File: config.mk
export PLATFORM = sky130hd
export DESIGN_NAME = multi_norm_float_to_fixed
export DESIGN_NICKNAME = d
export VERILOG_FILES = /design/src/rtl/multi_norm_float_to_fixed_pkg.sv /design/src/rtl/multi_norm_float_to_fixed_core.sv /design/src/rtl/multi_norm_float_to_fixed.sv
export SDC_FILE = /design/constraint.sdc
export NUM_CORES = 1
export LEC_CHECK = 0
export CAP_MARGIN = 0
export CORE_ASPECT_RATIO = 0.75
export CORE_MARGIN = 3
export CORE_UTILIZATION = 53
export CTS_CLUSTER_SIZE = 30
export DETAILED_ROUTE_END_ITERATION = 7
export PLACE_DENSITY = 0.84
export SLEW_MARGIN = 10
export SYNTH_ARGS = -nofsm -noshare
export SYNTH_HDL_FRONTEND = slang
export SYNTH_SLANG_ARGS = --single-unit
File: constraint.sdc
create_clock -name CLK -period 7.48 [get_ports CLK]
set_input_delay 1.496 -clock CLK [delete_from_list [all_inputs] [get_ports CLK]]
set_output_delay 1.496 -clock CLK [all_outputs]
set_load 0.02 [all_outputs]
File: src/rtl/multi_norm_float_to_fixed_pkg.sv
// Shared float field constants and FSM state type for the
// multi-channel float-to-fixed normaliser.
package multi_norm_float_to_fixed_pkg;

    localparam int SIGN_BIT = 31;
    localparam int EXP_MSB  = 30;
    localparam int EXP_LSB  = 23;
    localparam int MAN_MSB  = 22;
    localparam int MAN_W    = 23;
    localparam int BIAS     = 127;

    localparam logic [7:0] EXP_SPECIAL = 8'hFF;

    typedef enum logic [1:0] {
        IDLE = 2'd0,
        CONV = 2'd1,
        DONE = 2'd2
    } state_t;

endpackage

File: src/rtl/multi_norm_float_to_fixed_core.sv
// Combinational single-precision float to signed fixed converter.
// Optional macro NORM_ROUND_EN: round half away from zero instead of truncating.
module norm_f2x_core
    import multi_norm_float_to_fixed_pkg::*;
#(
    parameter int W_FIX = 16,
    parameter int FRAC  = 8
) (
    input  logic [31:0]      flt,
    output logic [W_FIX-1:0] fix,
    output logic             o_f,
    output logic             u_f
);

    // Magnitude datapath wide enough for sig << (W_FIX-1) plus a round bit
    localparam int MW = W_FIX + 25;

    localparam logic [MW-1:0] ONE     = {{(MW-1){1'b0}}, 1'b1};
    localparam logic [MW-1:0] NEG_MAG = ONE << (W_FIX - 1);
    localparam logic [MW-1:0] POS_MAX = NEG_MAG - ONE;

    localparam logic [W_FIX-1:0] SAT_POS = {1'b0, {(W_FIX-1){1'b1}}};
    localparam logic [W_FIX-1:0] SAT_NEG = {1'b1, {(W_FIX-1){1'b0}}};

    logic          sgn;
    logic [7:0]    expo;
    logic [22:0]   man;
    logic [MW-1:0] ext;
    logic [MW-1:0] mag;
    logic          big;
    int            sh;

    assign sgn  = flt[SIGN_BIT];
    assign expo = flt[EXP_MSB:EXP_LSB];
    assign man  = flt[MAN_MSB:0];
    assign ext  = {{(MW-24){1'b0}}, 1'b1, man};

    // Scale the significand by 2^(exp-bias-23+FRAC), then flag and saturate
    always_comb begin
        fix = '0;
        o_f = 1'b0;
        u_f = 1'b0;
        mag = '0;
        big = 1'b0;
        sh  = $signed({24'd0, expo}) - BIAS - MAN_W + FRAC;
        if (expo == EXP_SPECIAL) begin
            o_f = 1'b1;
            fix = (sgn && man == '0) ? SAT_NEG : SAT_POS;
        end else if (expo == 8'd0) begin
            // Denormals are far below one LSB for any legal FRAC
            u_f = (man != '0);
        end else begin
            if (sh >= W_FIX) begin
                big = 1'b1;
            end else if (sh >= 0) begin
                mag = ext << sh;
            end else begin
`ifdef NORM_ROUND_EN
                mag = ((ext << 1) >> (-sh)) + ONE;
                mag = mag >> 1;
`else
                mag = ext >> (-sh);
`endif
            end
            if (big || (sgn ? (mag > NEG_MAG) : (mag > POS_MAX))) begin
                o_f = 1'b1;
                fix = sgn ? SAT_NEG : SAT_POS;
            end else if (mag == '0) begin
                u_f = 1'b1;
            end else begin
                fix = sgn ? (~mag[W_FIX-1:0] + 1'b1) : mag[W_FIX-1:0];
            end
        end
    end

endmodule

File: src/rtl/multi_norm_float_to_fixed.sv
// Multi-channel float-to-fixed converter: captures N_CH floats and converts
// one channel per cycle through a shared core (NORM_ROUND_EN selects rounding).
module multi_norm_float_to_fixed
    import multi_norm_float_to_fixed_pkg::*;
#(
    parameter int N_CH  = 2,
    parameter int W_FIX = 16,
    parameter int FRAC  = 8
) (
    input  logic                  CLK,
    input  logic                  RST_N,
    input  logic                  Begin_FSM,
    input  logic [N_CH*32-1:0]    F,
    output logic                  ACK,
    output logic                  BUSY,
    output logic [N_CH*W_FIX-1:0] RESULT,
    output logic [N_CH-1:0]       O_F,
    output logic [N_CH-1:0]       U_F
);

    localparam int CW = (N_CH > 1) ? $clog2(N_CH) : 1;

    state_t             state;
    logic [CW-1:0]      cnt;
    logic [N_CH*32-1:0] f_reg;
    logic [31:0]        flt_sel;
    logic [W_FIX-1:0]   fix;
    logic               o_f;
    logic               u_f;

    // Route the channel addressed by the counter into the shared core
    always_comb begin
        flt_sel = '0;
        for (int c = 0; c < N_CH; c++) begin
            if (cnt == CW'(c)) flt_sel = f_reg[32*c +: 32];
        end
    end

    norm_f2x_core #(
        .W_FIX (W_FIX),
        .FRAC  (FRAC)
    ) u_core (
        .flt (flt_sel),
        .fix (fix),
        .o_f (o_f),
        .u_f (u_f)
    );

    // Control FSM with registered handshake and per-channel result writes
    always_ff @(posedge CLK or negedge RST_N) begin
        if (!RST_N) begin
            state  <= IDLE;
            cnt    <= '0;
            f_reg  <= '0;
            ACK    <= 1'b0;
            BUSY   <= 1'b0;
            RESULT <= '0;
            O_F    <= '0;
            U_F    <= '0;
        end else begin
            ACK <= 1'b0;
            unique case (state)
                IDLE: begin
                    // BUSY still high here means ACK is showing this cycle
                    if (BUSY) begin
                        BUSY <= 1'b0;
                    end else if (Begin_FSM) begin
                        f_reg <= F;
                        cnt   <= '0;
                        O_F   <= '0;
                        U_F   <= '0;
                        BUSY  <= 1'b1;
                        state <= CONV;
                    end
                end
                CONV: begin
                    for (int c = 0; c < N_CH; c++) begin
                        if (cnt == CW'(c)) begin
                            RESULT[W_FIX*c +: W_FIX] <= fix;
                            O_F[c] <= o_f;
                            U_F[c] <= u_f;
                        end
                    end
                    if (cnt == CW'(N_CH - 1)) begin
                        state <= DONE;
                    end else begin
                        cnt <= cnt + 1'b1;
                    end
                end
                DONE: begin
                    ACK   <= 1'b1;
                    state <= IDLE;
                end
                default: state <= IDLE;
            endcase
        end
    end

endmodule
==> metrics.csv <==
stage,metric,value,unit
logic_synthesis,Yosys Warn Count,0,
floorplanning,core area,17300,µm²
logic_synthesis,Post-Syn Instances,1258,
logic_synthesis,share of the synthesized area in the top cell type,0.274,
clock_tree,clk slew on worst S/H paths,0.10,ns
timing,setup TNS,0,ns
logic_synthesis,syn nets,1339,
floorplanning,DIE HEIGHT,123,µm
logic_synthesis,"Avg Cell Area, Syn",7.63,µm²
timing,Worst-Margin Slew,1.06,ns
placed_design,RD Place Congestion,1.02,
logic_synthesis,Post-synth top flop,dfrtp_1,
cells_and_area,Final nets,1434,
global_route,initial antenna violation count,2,
setup_path,R2R Path Start,cnt$_DFFE_PN0P_,
detailed_routing,via count,10252,
timing,fin crit period,7.19,ns
detailed_routing,DR iter-0 viols,1403,
cells_and_area,layout cells sized above 1,0.124,
cells_and_area,register area,2630,µm²
global_route,GRT overflow,0,
setup_path,Crit path largest cell delay,0.56,ns
timing,setup violators final,0,
timing,fmax,139,MHz
logic_synthesis,largest cells by area after synthesis,"dfrtp_1, nand2_1, mux2i_1",
logic_synthesis,Syn Std Cell Area,9600,µm²
detailed_routing,WL per Instance,21.3,µm
clock_tree,Longest Clk Path Bufs,2,
timing,Slew headroom,0.286,
logic_synthesis,"EDFF count, synth",0,
floorplanning,Ports,105,
clock_tree,H-tree Lvls,3,
floorplanning,die area,19800,µm²
cells_and_area,Inserted Diodes,0,
timing,"Hold Vio Cnt, Final",0,
logic_synthesis,Cell variety after synth,91,
setup_path,worst r2r dst,RESULT[2]$_DFFE_PN0P_,
placed_design,PortBufs,104,
clock_tree,Clock Tree Root,clkbuf_16,
cells_and_area,FILL cells,1439,
global_route,first-pass GRT wire length,52.7,mm
global_route,largest net degree at the start of global routing,66,
logic_synthesis,most instantiated library cell after synthesis,nand2_1,
setup_path,Setup crit end kind,flip-flop,
setup_path,Crit path arrival time,7.44,ns
run_status,status,finished clean,
detailed_routing,vias per std cell,6.43,
cells_and_area,max reg flops,64,
setup_path,CP Max Fanout,7,
hold_path,HP Start,f_reg[37]$_DFFE_PN0P_,
hold_path,Hold Path Sink,f_reg[37]$_DFFE_PN0P_,
clock_tree,CTS tree,built,
clock_tree,CTS sink cnt,105,
placed_design,Post-DP Area,11000,µm²
logic_synthesis,sequential cell area fraction in the yosys report,0.274,
global_route,vias in the first global route,9615,
floorplanning,Site Rows,41,
logic_synthesis,Yosys top cell by area,dfrtp_1,
logic_synthesis,share of flip-flops with an asynchronous set or reset,1.00,
logic_synthesis,Yosys reg bits,105,
setup_path,R2R cell count,30,
setup_path,slowest CP cell,or4_4,
timing,"Slew Viols, Final",0,
hold_path,Hold Path Class,reg -> reg,
detailed_routing,remaining antenna violation count after routing,0,
global_route,GRT Total Usage,0.340,
detailed_routing,DR pass1 iterations,6,
cells_and_area,footprint of the multi-input gates,6680,µm²
clock_tree,TritonCTS Buffers,9,
detailed_routing,drt drc,0,
logic_synthesis,synth cell count leaders,"nand2_1, nor2_1, dfrtp_1",
setup_path,CP Launch Point,cnt$_DFFE_PN0P_,
hold_path,Hold Path Depth,2,
cells_and_area,synth-to-layout area growth,19.1,%
setup_path,Setup CP Type,reg -> reg,
setup_path,CP Launch Type,flip-flop,
setup_path,CP most frequent cell,buf_4,
job,number of max-cap violations,0,
setup_path,Worst Path Required,7.73,ns
cells_and_area,fin area,11400,µm²
timing,period utilization,0.962,
floorplanning,die width,161,µm
clock_tree,worst-skew pair later-pin latency,0.37,ns
timing,clock skew,0.0164,ns
setup_path,worst reg2reg setup slack,0.29,ns
detailed_routing,drt total wl,34.0,mm
placed_design,Detailed Place HPWL,26.1,mm
floorplanning,Initial Util,0.555,
[area by class of cell]
class	instances	area share
tap	236	0.0258
clock buffer	9	0.0197
clock inverter	7	0.00766
inverter	22	0.00744
timing repair buffer	157	0.126
multi-input combinational	1058	0.584
sequential	105	0.230
[timing repair]
item	4_1_cts	5_1_grt
buffers inserted	0	8
setup endpoints to repair	1	36
hold buffers	0	0
pin swaps	0	5
gates cloned	0	0
gates resized for setup	1	16
[routing by layer]
| layer | vias up | track usage | wire length (µm) |
|---|---|---|---|
| li1 | 4767 | - | - |
| met1 | 4819 | 0.499 | 15400 |
| met2 | 576 | 0.495 | 14100 |
| met3 | 88 | 0.0918 | 3630 |
| met4 | 2 | 0.0870 | 823 |
| met5 | - | 0 | 13 |
[critical path, delay by kind of cell, from the launching register on]
| family | cells | cell delay [ns] |
|---|---|---|
| muxes | 2 | 0.46 |
| AOI/OAI and AO/OA | 12 | 2.29 |
| adders and majority gates | 3 | 0.71 |
| buffers and inverters | 4 | 0.66 |
| DFF | 1 | 0.50 |
| and+or+nand+nor | 9 | 2.45 |
[cell families after synthesis]
family,synth area share
and+or+nand+nor,0.284
AOI/OAI and AO/OA,0.226
muxes,0.133
DFF,0.274
buffers and inverters,0.0440
xor gates and xnor gates,0.0201
adders and majority gates,0.0182
[layout by cell type (no fill, tap or decap), types with 6 or more instances in the layout]
master,synthesis,layout
inv_1,20,20
a211oi_1,11,10
mux2_2,30,30
a21oi_1,76,76
mux2i_4,5,6
o211ai_1,18,18
a22o_1,8,7
xor2_1,6,6
nor2_1,112,111
nor3_1,31,30
nand2b_1,11,11
buf_4,5,53
a21oi_2,7,7
nand4_1,13,13
o21ai_0,66,64
mux4_2,6,6
clkbuf_16,0,9
mux2i_1,68,66
nor4_1,18,14
ha_1,14,12
o31ai_1,7,7
and3_1,15,15
dfrtp_1,105,104
and2_1,13,13
clkdlybuf4s50_1,0,103
o21ai_1,12,14
o22a_1,7,7
a31oi_1,15,15
nand3_1,31,31
o22ai_1,11,11
nand2_1,293,293
or3_1,18,16
a21o_1,10,10
xnor2_1,11,11
[per-stage QoR]
| step | setup WS, ns | utilization | cells | hold WS (ns) |
|---|---|---|---|---|
| 3_3_place_gp | 0.293 | 0.636 | 1570 | 0.453 |
| 5_1_grt | -0.0399 | 0.662 | 1594 | 0.505 |
| 6_report | 0.286 | 0.662 | 1594 | 0.477 |
| 3_5_place_dp | 0.0406 | 0.636 | 1570 | 0.458 |
| 2_1_floorplan | 0.0389 | - | 1258 | 0.440 |
| 4_1_cts | 0.00907 | 0.654 | 1586 | 0.479 |
[worst max-delay path by stage]
stage / slack (ns) / to
finish: 0.29 / RESULT[2]$_DFFE_PN0P_
global route: -0.04 / RESULT[31]$_DFFE_PN0P_
global placement: 0.29 / RESULT[31]$_DFFE_PN0P_
CTS: 0.009 / RESULT[2]$_DFFE_PN0P_
detailed placement: 0.04 / RESULT[2]$_DFFE_PN0P_
floorplan: 0.04 / RESULT[25]$_DFFE_PN0P_
Power is left out: the tool's default activity adds up to more than one toggle a clock period on the data nets, which glitch-free logic cannot reach.
